<file path="config.mk">
export PLATFORM = sky130hd
export DESIGN_NAME = pipe_ctrl_hazard_unit_flat
export DESIGN_NICKNAME = d
export VERILOG_FILES = /design/src/rtl/pipe_ctrl_hazard_unit_pkg.sv /design/src/rtl/pipe_ctrl_hazard_unit_if.sv /design/src/rtl/pipe_ctrl_hazard_unit_hazard_detect.sv /design/src/rtl/pipe_ctrl_hazard_unit.sv /design/src/flat_wrapper.sv
export SDC_FILE = /design/constraint.sdc
export NUM_CORES = 1
export LEC_CHECK = 0
export CAP_MARGIN = 25
export CORE_UTILIZATION = 42
export DETAILED_ROUTE_END_ITERATION = 6
export PLACE_DENSITY = 0.89
export RECOVER_POWER = 25
export SLEW_MARGIN = 20
export SYNTH_ARGS = -nofsm -noshare
export SYNTH_HDL_FRONTEND = slang
export SYNTH_HIERARCHICAL = 1
export SYNTH_SLANG_ARGS = --single-unit
</file>
<file path="constraint.sdc">
create_clock -name clk -period 4.16 [get_ports clk]
set_input_delay 0.624 -clock clk [delete_from_list [all_inputs] [get_ports clk]]
set_output_delay 0.624 -clock clk [all_outputs]
set_load 0.03 [all_outputs]
</file>
<file path="src/rtl/pipe_ctrl_hazard_unit_pkg.sv">
// Shared opcode/func encodings and the EX-stage control bundle type for the
// ID-stage control and hazard unit.
package mips_ctrl_pkg;

   localparam logic [5:0] RTYPE = 6'b000000;
   localparam logic [5:0] J     = 6'b000010;
   localparam logic [5:0] BEQ   = 6'b000100;
   localparam logic [5:0] BNE   = 6'b000101;
   localparam logic [5:0] LW    = 6'b100011;
   localparam logic [5:0] SW    = 6'b101011;

   localparam logic [5:0] NOPF  = 6'b000000;
   localparam logic [5:0] MULTF = 6'b011000;
   localparam logic [5:0] ADDF  = 6'b100000;

   typedef enum logic [1:0] {
      PC_SEQ    = 2'b00,
      PC_BRANCH = 2'b01,
      PC_JUMP   = 2'b10
   } pc_src_e;

   typedef struct packed {
      logic valid;
      logic mem_read;
      logic mem_write;
      logic alu_src;
      logic reg_write;
      logic mem_to_reg;
   } ctrl_t;

   localparam ctrl_t CTRL_BUBBLE = '0;

endpackage

</file>
<file path="src/rtl/pipe_ctrl_hazard_unit_if.sv">
// Bundle between the IF/ID stage, the PC logic and the ID/EX control register.
interface pipe_ctrl_hazard_unit_if #(
   parameter int REG_ADDR_W = 5,
   parameter int FUNC_W     = 6
);
   logic                  id_valid;
   logic [5:0]            opcode;
   logic [FUNC_W-1:0]     func_in;
   logic [REG_ADDR_W-1:0] id_rs;
   logic [REG_ADDR_W-1:0] id_rt;
   logic [REG_ADDR_W-1:0] id_rd;
   logic                  eq_regs;

   logic [1:0]            pc_src;
   logic                  pc_write;
   logic                  ifid_write;
   logic                  ifid_flush;
   logic                  stall;
   logic                  illegal_op;
   logic                  ex_valid;
   logic                  ex_mem_read;
   logic                  ex_mem_write;
   logic                  ex_alu_src;
   logic                  ex_reg_write;
   logic                  ex_mem_to_reg;
   logic [FUNC_W-1:0]     ex_func;
   logic [REG_ADDR_W-1:0] ex_dst;

   modport master (
      output id_valid, opcode, func_in, id_rs, id_rt, id_rd, eq_regs,
      input  pc_src, pc_write, ifid_write, ifid_flush, stall, illegal_op,
      input  ex_valid, ex_mem_read, ex_mem_write, ex_alu_src, ex_reg_write,
      input  ex_mem_to_reg, ex_func, ex_dst
   );

   modport slave (
      input  id_valid, opcode, func_in, id_rs, id_rt, id_rd, eq_regs,
      output pc_src, pc_write, ifid_write, ifid_flush, stall, illegal_op,
      output ex_valid, ex_mem_read, ex_mem_write, ex_alu_src, ex_reg_write,
      output ex_mem_to_reg, ex_func, ex_dst
   );

endinterface

</file>
<file path="src/rtl/pipe_ctrl_hazard_unit_hazard_detect.sv">
// Combinational stall terms: load-use, branch-operand and multiplier-busy.
module hazard_detect
   import mips_ctrl_pkg::*;
#(
   parameter int REG_ADDR_W = 5
) (
   input  logic                  id_valid_i,
   input  logic [5:0]            op_i,
   input  logic [REG_ADDR_W-1:0] id_rs_i,
   input  logic [REG_ADDR_W-1:0] id_rt_i,
   input  logic                  ex_valid_i,
   input  logic                  ex_mem_read_i,
   input  logic                  ex_reg_write_i,
   input  logic [REG_ADDR_W-1:0] ex_dst_i,
   input  logic                  mul_busy_i,
   output logic                  load_use_o,
   output logic                  branch_haz_o,
   output logic                  mul_stall_o,
   output logic                  stall_o
);

   logic is_branch;
   logic uses_rt;
   logic dst_live;
   logic hit_rs;
   logic hit_rt;

   assign is_branch = (op_i == BEQ) || (op_i == BNE);
   // Only these formats actually read rt as a source; LW/J do not.
   assign uses_rt   = (op_i == RTYPE) || (op_i == SW) || is_branch;
   assign dst_live  = ex_valid_i && (ex_dst_i != '0);
   assign hit_rs    = (ex_dst_i == id_rs_i);
   assign hit_rt    = (ex_dst_i == id_rt_i);

   assign load_use_o   = id_valid_i && dst_live && ex_mem_read_i &&
                         (hit_rs || (hit_rt && uses_rt));
   assign branch_haz_o = id_valid_i && dst_live && is_branch && ex_reg_write_i &&
                         (hit_rs || hit_rt);
   assign mul_stall_o  = mul_busy_i;
   assign stall_o      = load_use_o || branch_haz_o || mul_stall_o;

endmodule

</file>
<file path="src/rtl/pipe_ctrl_hazard_unit.sv">
// ID-stage decode, branch/jump resolution, hazard stalls and the ID/EX control
// register. Define MULDIV_EN to accept MULT with a MUL_LAT-cycle busy counter.
module pipe_ctrl_hazard_unit
   import mips_ctrl_pkg::*;
#(
   parameter int REG_ADDR_W = 5,
   parameter int FUNC_W     = 6,
   parameter int MUL_LAT    = 4
) (
   input logic                     clk,
   input logic                     rst,
   pipe_ctrl_hazard_unit_if.slave  bus
);

   if (MUL_LAT < 2) begin : g_bad_mul_lat
      $error("MUL_LAT must be at least 2");
   end

   ctrl_t                 dec_ctrl;
   logic [FUNC_W-1:0]     dec_func;
   logic [REG_ADDR_W-1:0] dec_dst;
   logic                  dec_illegal;
   logic                  dec_is_mult;

   ctrl_t                 ex_ctrl_q, ex_ctrl_d;
   logic [FUNC_W-1:0]     ex_func_q, ex_func_d;
   logic [REG_ADDR_W-1:0] ex_dst_q, ex_dst_d;

   logic mul_busy;
   logic hz_stall;
   logic load_use;
   logic branch_haz;
   logic mul_stall;
   logic stall;
   logic advance;
   logic taken;
   logic jump;
   logic load_id_ex;

   always_comb begin
      dec_ctrl    = CTRL_BUBBLE;
      dec_func    = FUNC_W'(NOPF);
      dec_dst     = '0;
      dec_illegal = 1'b0;
      dec_is_mult = 1'b0;
      case (bus.opcode)
         LW: begin
            dec_ctrl.valid      = 1'b1;
            dec_ctrl.alu_src    = 1'b1;
            dec_ctrl.mem_read   = 1'b1;
            dec_ctrl.reg_write  = 1'b1;
            dec_ctrl.mem_to_reg = 1'b1;
            dec_func            = FUNC_W'(ADDF);
            dec_dst             = bus.id_rt;
         end
         SW: begin
            dec_ctrl.valid     = 1'b1;
            dec_ctrl.alu_src   = 1'b1;
            dec_ctrl.mem_write = 1'b1;
            dec_func           = FUNC_W'(ADDF);
         end
         RTYPE: begin
            if (bus.func_in == FUNC_W'(MULTF)) begin
`ifdef MULDIV_EN
               dec_ctrl.valid = 1'b1;
               dec_func       = bus.func_in;
               dec_is_mult    = 1'b1;
`else
               dec_illegal    = 1'b1;
`endif
            end else begin
               dec_ctrl.valid     = 1'b1;
               dec_ctrl.reg_write = 1'b1;
               dec_func           = bus.func_in;
               dec_dst            = bus.id_rd;
            end
         end
         BEQ, BNE, J: begin
            dec_ctrl.valid = 1'b1;
         end
         default: begin
            dec_illegal = 1'b1;
         end
      endcase
   end

   hazard_detect #(
      .REG_ADDR_W (REG_ADDR_W)
   ) u_hazard_detect (
      .id_valid_i     (bus.id_valid),
      .op_i           (bus.opcode),
      .id_rs_i        (bus.id_rs),
      .id_rt_i        (bus.id_rt),
      .ex_valid_i     (ex_ctrl_q.valid),
      .ex_mem_read_i  (ex_ctrl_q.mem_read),
      .ex_reg_write_i (ex_ctrl_q.reg_write),
      .ex_dst_i       (ex_dst_q),
      .mul_busy_i     (mul_busy),
      .load_use_o     (load_use),
      .branch_haz_o   (branch_haz),
      .mul_stall_o    (mul_stall),
      .stall_o        (hz_stall)
   );

   // Reset dominates every combinational output; stall dominates redirects.
   assign stall      = !rst && hz_stall;
   assign advance    = !rst && bus.id_valid && !stall;
   assign taken      = advance && (((bus.opcode == BEQ) && bus.eq_regs) ||
                                   ((bus.opcode == BNE) && !bus.eq_regs));
   assign jump       = advance && (bus.opcode == J);
   assign load_id_ex = advance && !dec_illegal;

   always_comb begin
      bus.pc_src = PC_SEQ;
      if (jump) begin
         bus.pc_src = PC_JUMP;
      end else if (taken) begin
         bus.pc_src = PC_BRANCH;
      end
   end

   assign bus.pc_write   = !stall;
   assign bus.ifid_write = !stall;
   assign bus.ifid_flush = taken || jump;
   assign bus.stall      = stall;
   assign bus.illegal_op = advance && dec_illegal;

   always_comb begin
      ex_ctrl_d = CTRL_BUBBLE;
      ex_func_d = FUNC_W'(NOPF);
      ex_dst_d  = '0;
      if (load_id_ex) begin
         ex_ctrl_d = dec_ctrl;
         ex_func_d = dec_func;
         ex_dst_d  = dec_dst;
      end
   end

   always_ff @(posedge clk or posedge rst) begin
      if (rst) begin
         ex_ctrl_q <= CTRL_BUBBLE;
         ex_func_q <= FUNC_W'(NOPF);
         ex_dst_q  <= '0;
      end else begin
         ex_ctrl_q <= ex_ctrl_d;
         ex_func_q <= ex_func_d;
         ex_dst_q  <= ex_dst_d;
      end
   end

`ifdef MULDIV_EN
   localparam int CNT_W = $clog2(MUL_LAT);

   logic [CNT_W-1:0] mul_cnt_q, mul_cnt_d;

   // Counter arms as MULT enters EX, then holds the pipe until it drains.
   always_comb begin
      mul_cnt_d = mul_cnt_q;
      if (load_id_ex && dec_is_mult) begin
         mul_cnt_d = CNT_W'(MUL_LAT - 1);
      end else if (mul_cnt_q != '0) begin
         mul_cnt_d = mul_cnt_q - 1'b1;
      end
   end

   always_ff @(posedge clk or posedge rst) begin
      if (rst) begin
         mul_cnt_q <= '0;
      end else begin
         mul_cnt_q <= mul_cnt_d;
      end
   end

   assign mul_busy = (mul_cnt_q != '0);
`else
   assign mul_busy = 1'b0;
`endif

   assign bus.ex_valid      = ex_ctrl_q.valid;
   assign bus.ex_mem_read   = ex_ctrl_q.mem_read;
   assign bus.ex_mem_write  = ex_ctrl_q.mem_write;
   assign bus.ex_alu_src    = ex_ctrl_q.alu_src;
   assign bus.ex_reg_write  = ex_ctrl_q.reg_write;
   assign bus.ex_mem_to_reg = ex_ctrl_q.mem_to_reg;
   assign bus.ex_func       = ex_func_q;
   assign bus.ex_dst        = ex_dst_q;

endmodule

</file>
<file path="src/flat_wrapper.sv">
// flat-port wrapper written by rule: the top's interface ports become plain ports
module pipe_ctrl_hazard_unit_flat import mips_ctrl_pkg::*;
#(
   parameter int REG_ADDR_W = 5,
   parameter int FUNC_W     = 6,
   parameter int MUL_LAT    = 4
)
  (clk, rst, bus_id_valid, bus_opcode, bus_func_in, bus_id_rs, bus_id_rt, bus_id_rd, bus_eq_regs, bus_pc_src, bus_pc_write, bus_ifid_write, bus_ifid_flush, bus_stall, bus_illegal_op, bus_ex_valid, bus_ex_mem_read, bus_ex_mem_write, bus_ex_alu_src, bus_ex_reg_write, bus_ex_mem_to_reg, bus_ex_func, bus_ex_dst);
  pipe_ctrl_hazard_unit_if #(.REG_ADDR_W(REG_ADDR_W), .FUNC_W(FUNC_W)) bus_i ();
  input logic clk;
  input logic rst;
  input wire logic [$bits(bus_i.id_valid)-1:0] bus_id_valid;
  input wire logic [$bits(bus_i.opcode)-1:0] bus_opcode;
  input wire logic [$bits(bus_i.func_in)-1:0] bus_func_in;
  input wire logic [$bits(bus_i.id_rs)-1:0] bus_id_rs;
  input wire logic [$bits(bus_i.id_rt)-1:0] bus_id_rt;
  input wire logic [$bits(bus_i.id_rd)-1:0] bus_id_rd;
  input wire logic [$bits(bus_i.eq_regs)-1:0] bus_eq_regs;
  output wire logic [$bits(bus_i.pc_src)-1:0] bus_pc_src;
  output wire logic [$bits(bus_i.pc_write)-1:0] bus_pc_write;
  output wire logic [$bits(bus_i.ifid_write)-1:0] bus_ifid_write;
  output wire logic [$bits(bus_i.ifid_flush)-1:0] bus_ifid_flush;
  output wire logic [$bits(bus_i.stall)-1:0] bus_stall;
  output wire logic [$bits(bus_i.illegal_op)-1:0] bus_illegal_op;
  output wire logic [$bits(bus_i.ex_valid)-1:0] bus_ex_valid;
  output wire logic [$bits(bus_i.ex_mem_read)-1:0] bus_ex_mem_read;
  output wire logic [$bits(bus_i.ex_mem_write)-1:0] bus_ex_mem_write;
  output wire logic [$bits(bus_i.ex_alu_src)-1:0] bus_ex_alu_src;
  output wire logic [$bits(bus_i.ex_reg_write)-1:0] bus_ex_reg_write;
  output wire logic [$bits(bus_i.ex_mem_to_reg)-1:0] bus_ex_mem_to_reg;
  output wire logic [$bits(bus_i.ex_func)-1:0] bus_ex_func;
  output wire logic [$bits(bus_i.ex_dst)-1:0] bus_ex_dst;
  assign bus_i.id_valid = bus_id_valid;
  assign bus_i.opcode = bus_opcode;
  assign bus_i.func_in = bus_func_in;
  assign bus_i.id_rs = bus_id_rs;
  assign bus_i.id_rt = bus_id_rt;
  assign bus_i.id_rd = bus_id_rd;
  assign bus_i.eq_regs = bus_eq_regs;
  assign bus_pc_src = bus_i.pc_src;
  assign bus_pc_write = bus_i.pc_write;
  assign bus_ifid_write = bus_i.ifid_write;
  assign bus_ifid_flush = bus_i.ifid_flush;
  assign bus_stall = bus_i.stall;
  assign bus_illegal_op = bus_i.illegal_op;
  assign bus_ex_valid = bus_i.ex_valid;
  assign bus_ex_mem_read = bus_i.ex_mem_read;
  assign bus_ex_mem_write = bus_i.ex_mem_write;
  assign bus_ex_alu_src = bus_i.ex_alu_src;
  assign bus_ex_reg_write = bus_i.ex_reg_write;
  assign bus_ex_mem_to_reg = bus_i.ex_mem_to_reg;
  assign bus_ex_func = bus_i.ex_func;
  assign bus_ex_dst = bus_i.ex_dst;
  pipe_ctrl_hazard_unit #(.REG_ADDR_W(REG_ADDR_W), .FUNC_W(FUNC_W), .MUL_LAT(MUL_LAT)) u_core (.clk(clk), .rst(rst), .bus(bus_i));
endmodule
</file>
==> flow_summary.yaml, run 1 <==
status:
  status: "finished clean"
route:
  wl_per_cell_um: 15.59
  firstDrtPassIters: 4
  routed_wl_mm: 2.962
  vias: 1043
  vias_per_cell: 5.489
  ant_nets: 0
  drc: 0
  met2_length_mm: 1.523
  route.met3.wl_um: 189
  top_layer: "met4"
  drt_iter0_markers: 18
  wl_met1_mm: 1.201
clock_tree:
  hold_buffers: 0
  clock_latency_ns: 0.28
  post_cts_buffers: 0
  clock_tree.root_cell: "clkbuf_4"
  clkSinkCount: 16
  clk_pin_slew_ns: 0.09
  cts_buffers: 3
  max-clock-path-buffers: 2
  cts_tree: "yes"
  cts_resized: 0
  cts_max_level: 1
timing:
  hold_violations: 0
  whs_ns: 0.8967
  setup_tns_ns: 0
  finClkSkew_ns: 0.004150
  layout_setup_ws_ns: 0.2730
  rsz0062_at_grt: "no"
  slew_headroom_pct: 37.25
  fmax_mhz: 257.3
  tightest_slew_ns: 0.9413
  slew_violations: 0
  post-route-period-util_pct: 93.44
  min_period_ns: 3.887
  setup-violations-final: 0
place:
  placed_area_um2: 1573
  place.port_buffers: 54
  place_congestion: 0.8643
  dp_hpwl_mm: 2.285
  place_ws_ns: 0.3090
run:
  drv_cap: 0
finish:
  antenna-diode-count: 0
  drive_gt1_share_pct: 11.73
  final_cell_mix: "clkdlybuf4s50_1, dfrtp_1, nand2_1"
  stdcell_area_um2: 1592
  layout_commonest_cell: "clkdlybuf4s50_1"
  nets: 195
  syn_to_final_growth_pct: 57.04
global_routing:
  grtUsageTotal_pct: 25.03
  grt-ovfl-total: 0
  grt_pass1_vias: 1043
  grt_max_degree: 18
  grt_pass1_wl_mm: 4.795
  antenna_found_initial: 0
power:
  p_comb_share_pct: 24.8
  internal_power_mw: 0.2316
  p_per_area_nw_per_um2: 197.6
  irDropWorstVdd_mv: 0.1471
  clock_power_share_pct: 25.6
  sequentialPowerShare_pct: 49.6
  swShare_pct: 26.35
  p_leak_nw: 0.6400
  power_switching_mw: 0.08289
floorplan:
  die_area_um2: 2613
  coreArea_um2: 2233
  num_rows: 17
  die_w_um: 51.12
  start_util_pct: 45.38
  io_pins: 55
  dieHeight_um: 51.12
yosys:
  yosysWarnings: 6
  synthCells: 107
  avgSynthCellArea_um2: 9.472
  synth_nets: 138
  syn_area_um2: 1013
critical_path:
  arrival_ns: 3.26
  path_max_fanout: 8
  worstSetupStartpointType: "primary input"
  cp.required_ns: 3.54
  worstSetupPathType: "primary input to output pin"
  crit_path_end_kind: "output pin"
hold_path:
  hold_path.class: "primary input to flop"
final timing paths:
| check | cells after the start | slack, ns | start | to |
|---|---|---|---|---|
| setup reg to reg | 7 | 1.82 | u_core/bus.ex_dst[0] | u_core/bus.ex_mem_write |
| hold reg to reg | 5 | 1.03 | u_core/bus.ex_mem_read | u_core/bus.ex_reg_write |
| setup / recovery | 9 | 0.27 | bus_opcode[0] | bus_illegal_op |
| max in group asynchronous | 3 | 2.47 | rst | u_core/bus.ex_func[3] |
| min in group asynchronous | 3 | 1.12 | rst | u_core/bus.ex_mem_read |
| hold / removal | 3 | 0.90 | bus_id_rd[4] | u_core/bus.ex_dst[4] |
final cells by class:
cell class                 count  area, µm²
clock buffer                   3      22.52
fill                         186      641.9
inverter                       4      15.01
multi-input combinational     82      566.8
sequential                    16      400.4
tap                           28      35.03
timing repair buffer          57      551.8
critical path, cell delays in order:
cell and delay [ns]:
clkdlybuf4s50_1 0.65, nand2b_2 0.10, mux2_4 0.21, o22ai_2 0.06, a21oi_1 0.20, o21bai_2 0.10
or3b_1 0.38, a211oi_1 0.22, clkdlybuf4s50_1 0.72
power by group through the flow:
stage	clock (mW)	combinational, mW	sequential, mW
after floorplan	0	0.0302	0.160
after global placement	0	0.0754	0.159
after detailed placement	0	0.0777	0.159
after CTS	0.0842	0.0784	0.156
after global routing	0.0926	0.0838	0.156
final	0.0805	0.0780	0.156
metrics by stage:
stage	utilization (%)	total power, mW	instances
detailed placement	70.42	0.2368	187
global route	71.26	0.3325	190
floorplan	-	0.1900	107
global placement	70.42	0.2345	187
finish	71.26	0.3145	190
CTS	71.43	0.3187	190
layer usage:
| metal | vias to the layer above | GRT usage (%) |
|---|---|---|
| li1 | 493 | - |
| met1 | 489 | 28.92 |
| met2 | 54 | 45.61 |
| met3 | 7 | 3.571 |
| met4 | 0 | 10.19 |
| met5 | - | 0 |
state kept, by name, indices dropped and copies added (netlist names):
signal / flops
u_core/bus.ex_valid: 1
u_core/bus.ex_mem_read: 1
u_core/bus.ex_dst: 5
u_core/bus.ex_mem_write: 1
u_core/bus.ex_func: 6
u_core/bus.ex_reg_write: 1
u_core/bus.ex_alu_src: 1
Power figures use the tool's default switching activity.
==> run 2, diff against run 1 <==
Settings changed: ABC_CLOCK_PERIOD_IN_PS set to 4160.
==> results of run 2 <==
The final DEF is identical to that of run 1; final timing and power are the same.
==> patch 1, RTL diff (settings of run 2) <==
Build with the macro `MULDIV_EN` defined.
--- a/src/rtl/pipe_ctrl_hazard_unit.sv
+++ b/src/rtl/pipe_ctrl_hazard_unit.sv
@@ -1,5 +1,7 @@
 // ID-stage decode, branch/jump resolution, hazard stalls and the ID/EX control
 // register. Define MULDIV_EN to accept MULT with a MUL_LAT-cycle busy counter.
+`define MULDIV_EN
+
 module pipe_ctrl_hazard_unit
    import mips_ctrl_pkg::*;
 #(
Function: changed (Yosys sat finds a counterexample within 4 cycles, from zero or initial values and one cycle with rst high).
==> patch 1 against run 2 <==
Routed wire length is 4.6% higher; global-route usage fell by 3.5 points; area after synthesis rose by 23%; hold slack lost 0.35 ns; final area is 13% higher; register-to-register slack got worse by 0.17 ns; first-iteration DRC count grew 28%; maximum frequency rose by 0.40%; worst setup slack improved by 0.015 ns; highest routed layer unchanged; sequential cell count grew 2; critical path depth is 1 higher; critical endpoint is now bus_ifid_flush.
Power is not compared: it rests on default switching activity, and its combinational part moved more than twofold at a synthesized area within 25%.
==> patch 1: results (changes against run 2) <==
Largest register FFs 6 (unchanged); relative slew slack 0.371 (-0.00194); worst min path class flip-flop to flip-flop; n_diodes 0 (unchanged); Synth warnings 6 (unchanged); CP Data Arrival Time 3.25 ns (about the same); Reg clk slew, reported paths 0.09 ns (about the same); status finished, final reports clean; CP delay by family, top simple AND/OR/NAND/NOR gates; CTS resizes 0 (unchanged); CTS buffer count 3 (unchanged); Hold Path End u_core/mul_cnt_q[0]; first-pass GRT wire length 5320 um (+11%); WL per Instance 15.4 um (-1.2%); worst r2r src u_core/bus.ex_dst[0]; worst slack, placed 0.304 ns (-0.00498 ns); drt pass-1 iters 4 (unchanged); Hold Path Depth 2 (-1); antenna violations before repair 0 (unchanged); largest net degree at the start of global routing 19 (+1); Setup Skew 0.00167 ns (-0.00248 ns); DP Wirelength 2480 um (+8.5%); maximum fanout along the worst path 13 (+5); H-tree Lvls 1 (unchanged); grt met2 use 0.376 (-0.0803); Post-CTS Setup Inserts 0 (unchanged); r2r setup slk 1.65 ns (-0.17 ns); Worst Reg-to-Reg Cells 6 (-1); worst setup margin 0.288 ns (+0.0154 ns); Fillers 229 (+23%); total gr overflow 0 (unchanged); layout cells sized above 1 0.188 (+0.0710); Port-buffer cells 54 (unchanged); Slowest-stage cell, CP or4b_4; Worst IR Drop VDD roughly 0.00023 V; Net Sw Frac 0.318; FF-to-FF End u_core/bus.ex_func[4]; violation count after the first detailed-route iteration 23 (+5); overall routing resource usage 0.215 (-0.0353); root buf cell clkbuf_4; Hold Slack 0.549 ns (-0.348 ns); Clock Tree Buf Depth 2 (unchanged); total leakage power between 0.7 and 0.8 nW; met3 Usage GRT 0.0230 (-0.0127); met1 Use GR 0.267 (-0.0219); GP Congestion 0.856 (-1.0%); Vias/cell 5.48 (-0.22%); Synthesized Nets 149 (+8.0%); min-delay src u_core/mul_cnt_q[0]; final net count 204 (+4.6%); Largest stage delay, worst path 0.66 ns (-0.06 ns)
[patch 1: cell count changes in the layout (fill, tap and decap cells not counted), sizes merged, moves of 3 or more]
cell     delta
a211oi      +5
and2        +4
and3        -5
inv         +3
nand2       -8
nand3       +4
o2111ai     +4
o22ai       -4
[patch 1: layout make-up]
type | instances | share of cell area
Sequential cell | 18 | 0.250
Multi-Input combinational cell | 84 | 0.392
Clock buffer | 3 | 0.0125
Tap cell | 31 | 0.0215
Timing Repair Buffer | 58 | 0.310
Inverter | 7 | 0.0146
[patch 1: stage by stage]
step | instance area [um^2] | std cells
finish | 1800 | 201
detailed placement | 1790 | 198
global placement | 1790 | 198
floorplan | 1240 | 117
CTS | 1810 | 201
global route | 1800 | 201
[patch 1: how the worst max path moves through the flow]
stage | from | end | cells after the start
global route | bus_opcode[1] | bus_ifid_flush | 10
floorplan | u_core/bus.ex_dst[0] | bus_ifid_flush | 6
CTS | bus_opcode[1] | bus_ifid_flush | 10
detailed placement | bus_opcode[1] | bus_ifid_flush | 10
finish | bus_opcode[1] | bus_ifid_flush | 10
global placement | bus_opcode[1] | bus_ifid_flush | 10
[patch 1: power by group through the flow]
stage	Sequential (mW)	Combinational (mW)	Clock [mW]
5_1_grt	0.193	0.207	0.0965
2_1_floorplan	0.194	0.123	0
3_3_place_gp	0.194	0.183	0
3_5_place_dp	0.195	0.192	0
6_report	0.191	0.191	0.0822
4_1_cts	0.191	0.193	0.0854
[patch 1: per-layer routing]
metal / wire (um) / share of wire / vias up
li1: - / - / 532
met1: 1300 / 0.42 / 528
met2: 1600 / 0.52 / 37
met3: 150 / 0.048 / 4
met4: 46 / 0.015 / 0
met5: 0 / 0 / -
==> patch 2, RTL diff (settings of run 2) <==
Made on the original files. `FUNC_W` is set to 6 in 3 places; all go to 12.
--- a/src/rtl/pipe_ctrl_hazard_unit_if.sv
+++ b/src/rtl/pipe_ctrl_hazard_unit_if.sv
@@ -1,7 +1,7 @@
 // Bundle between the IF/ID stage, the PC logic and the ID/EX control register.
 interface pipe_ctrl_hazard_unit_if #(
    parameter int REG_ADDR_W = 5,
-   parameter int FUNC_W     = 6
+   parameter int FUNC_W     = 12
 );
    logic                  id_valid;
    logic [5:0]            opcode;
--- a/src/rtl/pipe_ctrl_hazard_unit.sv
+++ b/src/rtl/pipe_ctrl_hazard_unit.sv
@@ -4,7 +4,7 @@
    import mips_ctrl_pkg::*;
 #(
    parameter int REG_ADDR_W = 5,
-   parameter int FUNC_W     = 6,
+   parameter int FUNC_W     = 12,
    parameter int MUL_LAT    = 4
 ) (
    input logic                     clk,
--- a/src/flat_wrapper.sv
+++ b/src/flat_wrapper.sv
@@ -2,7 +2,7 @@
 module pipe_ctrl_hazard_unit_flat import mips_ctrl_pkg::*;
 #(
    parameter int REG_ADDR_W = 5,
-   parameter int FUNC_W     = 6,
+   parameter int FUNC_W     = 12,
    parameter int MUL_LAT    = 4
 )
   (clk, rst, bus_id_valid, bus_opcode, bus_func_in, bus_id_rs, bus_id_rt, bus_id_rd, bus_eq_regs, bus_pc_src, bus_pc_write, bus_ifid_write, bus_ifid_flush, bus_stall, bus_illegal_op, bus_ex_valid, bus_ex_mem_read, bus_ex_mem_write, bus_ex_alu_src, bus_ex_reg_write, bus_ex_mem_to_reg, bus_ex_func, bus_ex_dst);
Interface: changed (resized bus_ex_func and bus_func_in); port bits go from 55 to 67. No check against the original RTL was run, so the function may have changed too.
==> patch 2 against run 2 <==
Worst setup slack worse by 0.095 ns; sequential share of layout area is 3.2 points higher; routed wire length up 19%; register-to-register slack worse by 0.73 ns; area after synthesis up 20%; final area rose by 22%; sequential power grew 37%; critical path depth unchanged; power up 32%; combinational power increased by 0.8%; synthesized cell count rose by 9.3%; critical endpoint unchanged; highest routed layer unchanged; sequential cell count grew 6; non-clock buffer count grew 13; maximum frequency is 2.4% lower.
==> patch 2: results (changes against run 2) <==
Setup Skew 0.00683 ns (+0.00268 ns); DR vias 1194 (+14%); Core Util, Final 0.709 (-0.00322); placed insts 213 (+14%); clk_lat worst skew 0.32 ns (+0.04 ns); DP Area 1900 um^2 (+21%); GP Congestion 0.829 (-4.1%); violation count after the first detailed-route iteration 47 (+29); Gate Count Post-Synth 117 (+9.3%); Worst IR Drop VDD 0.000169 V (+15%); largest net degree at the start of global routing 23 (+5); Vias/cell 5.50 (+0.23%); relative slew slack 0.219 (-0.154); layout cells sized above 1 0.134 (+0.0171); worst slack, placed 0.111 ns (-0.198 ns); status finished, final reports clean; Fillers 214 (+15%); Reg clk slew, reported paths 0.13 ns (+0.04 ns); CP Data Arrival Time 3.36 ns (+0.10 ns); Synthesized Nets 154 (+12%); worst r2r src u_core/bus.ex_dst[0]; Routed WL 3530 um (+19%); total leakage power 0.830 nW (+30%); overall routing resource usage 0.237 (-0.0131); min-delay src bus_func_in[3]; Port-buffer cells 66 (+22%); DP Wirelength 2640 um (+16%); Largest register FFs 12 (+6); first-pass GRT wire length 5670 um (+18%); final net count 224 (+15%); Largest stage delay, worst path 0.72 ns (about the same); crit path from bus_opcode[3]
[patch 2: layer usage]
| layer | GRT usage | part of all wire | up-vias |
|---|---|---|---|
| li1 | - | - | 551 |
| met1 | 0.271 | 0.37 | 553 |
| met2 | 0.432 | 0.53 | 82 |
| met3 | 0.0442 | 0.077 | 8 |
| met4 | 0.0964 | 0.017 | 0 |
| met5 | 0 | 0 | - |
[patch 2: final timing paths]
| kind | end | slack [ns] | depth (start not counted) |
|---|---|---|---|
| worst min register to register | u_core/bus.ex_func[5] | 0.88 | 4 |
| min in group asynchronous | u_core/bus.ex_dst[1] | 1.17 | 3 |
| worst max-delay path | bus_illegal_op | 0.18 | 9 |
| max in group asynchronous | u_core/bus.ex_func[10] | 2.29 | 3 |
| worst min-delay path | u_core/bus.ex_func[3] | 0.87 | 2 |
| worst max register to register | u_core/bus.ex_dst[2] | 1.09 | 7 |
[patch 2: per-stage QoR]
| stage | hold slack [ns] | power (mW) |
|---|---|---|
| after floorplan | 0.622 | 0.244 |
| after global placement | 0.830 | 0.294 |
| after detailed placement | 0.870 | 0.297 |
| after CTS | 0.699 | 0.416 |
| after global routing | 0.868 | 0.428 |
| final | 0.872 | 0.415 |
[patch 2: area by class of cell]
class / count / share of cell area
clock buffer: 4 / 0.0187
multi-input combinational: 88 / 0.318
inverter: 2 / 0.00387
timing repair buffer: 70 / 0.355
sequential: 22 / 0.284
tap: 31 / 0.0200
[patch 2: power by group]
part	internal (mW)	switching (mW)
registers	0.214	0.000137
logic	0.0455	0.0331
clock network	0.0536	0.0685
total	0.313	0.102
[patch 2: what timing repair did]
item | 4_1_cts | 5_1_grt
setup endpoints to repair | 0 | 2
hold buffers | 0 | 0
gates resized for setup | 0 | 2
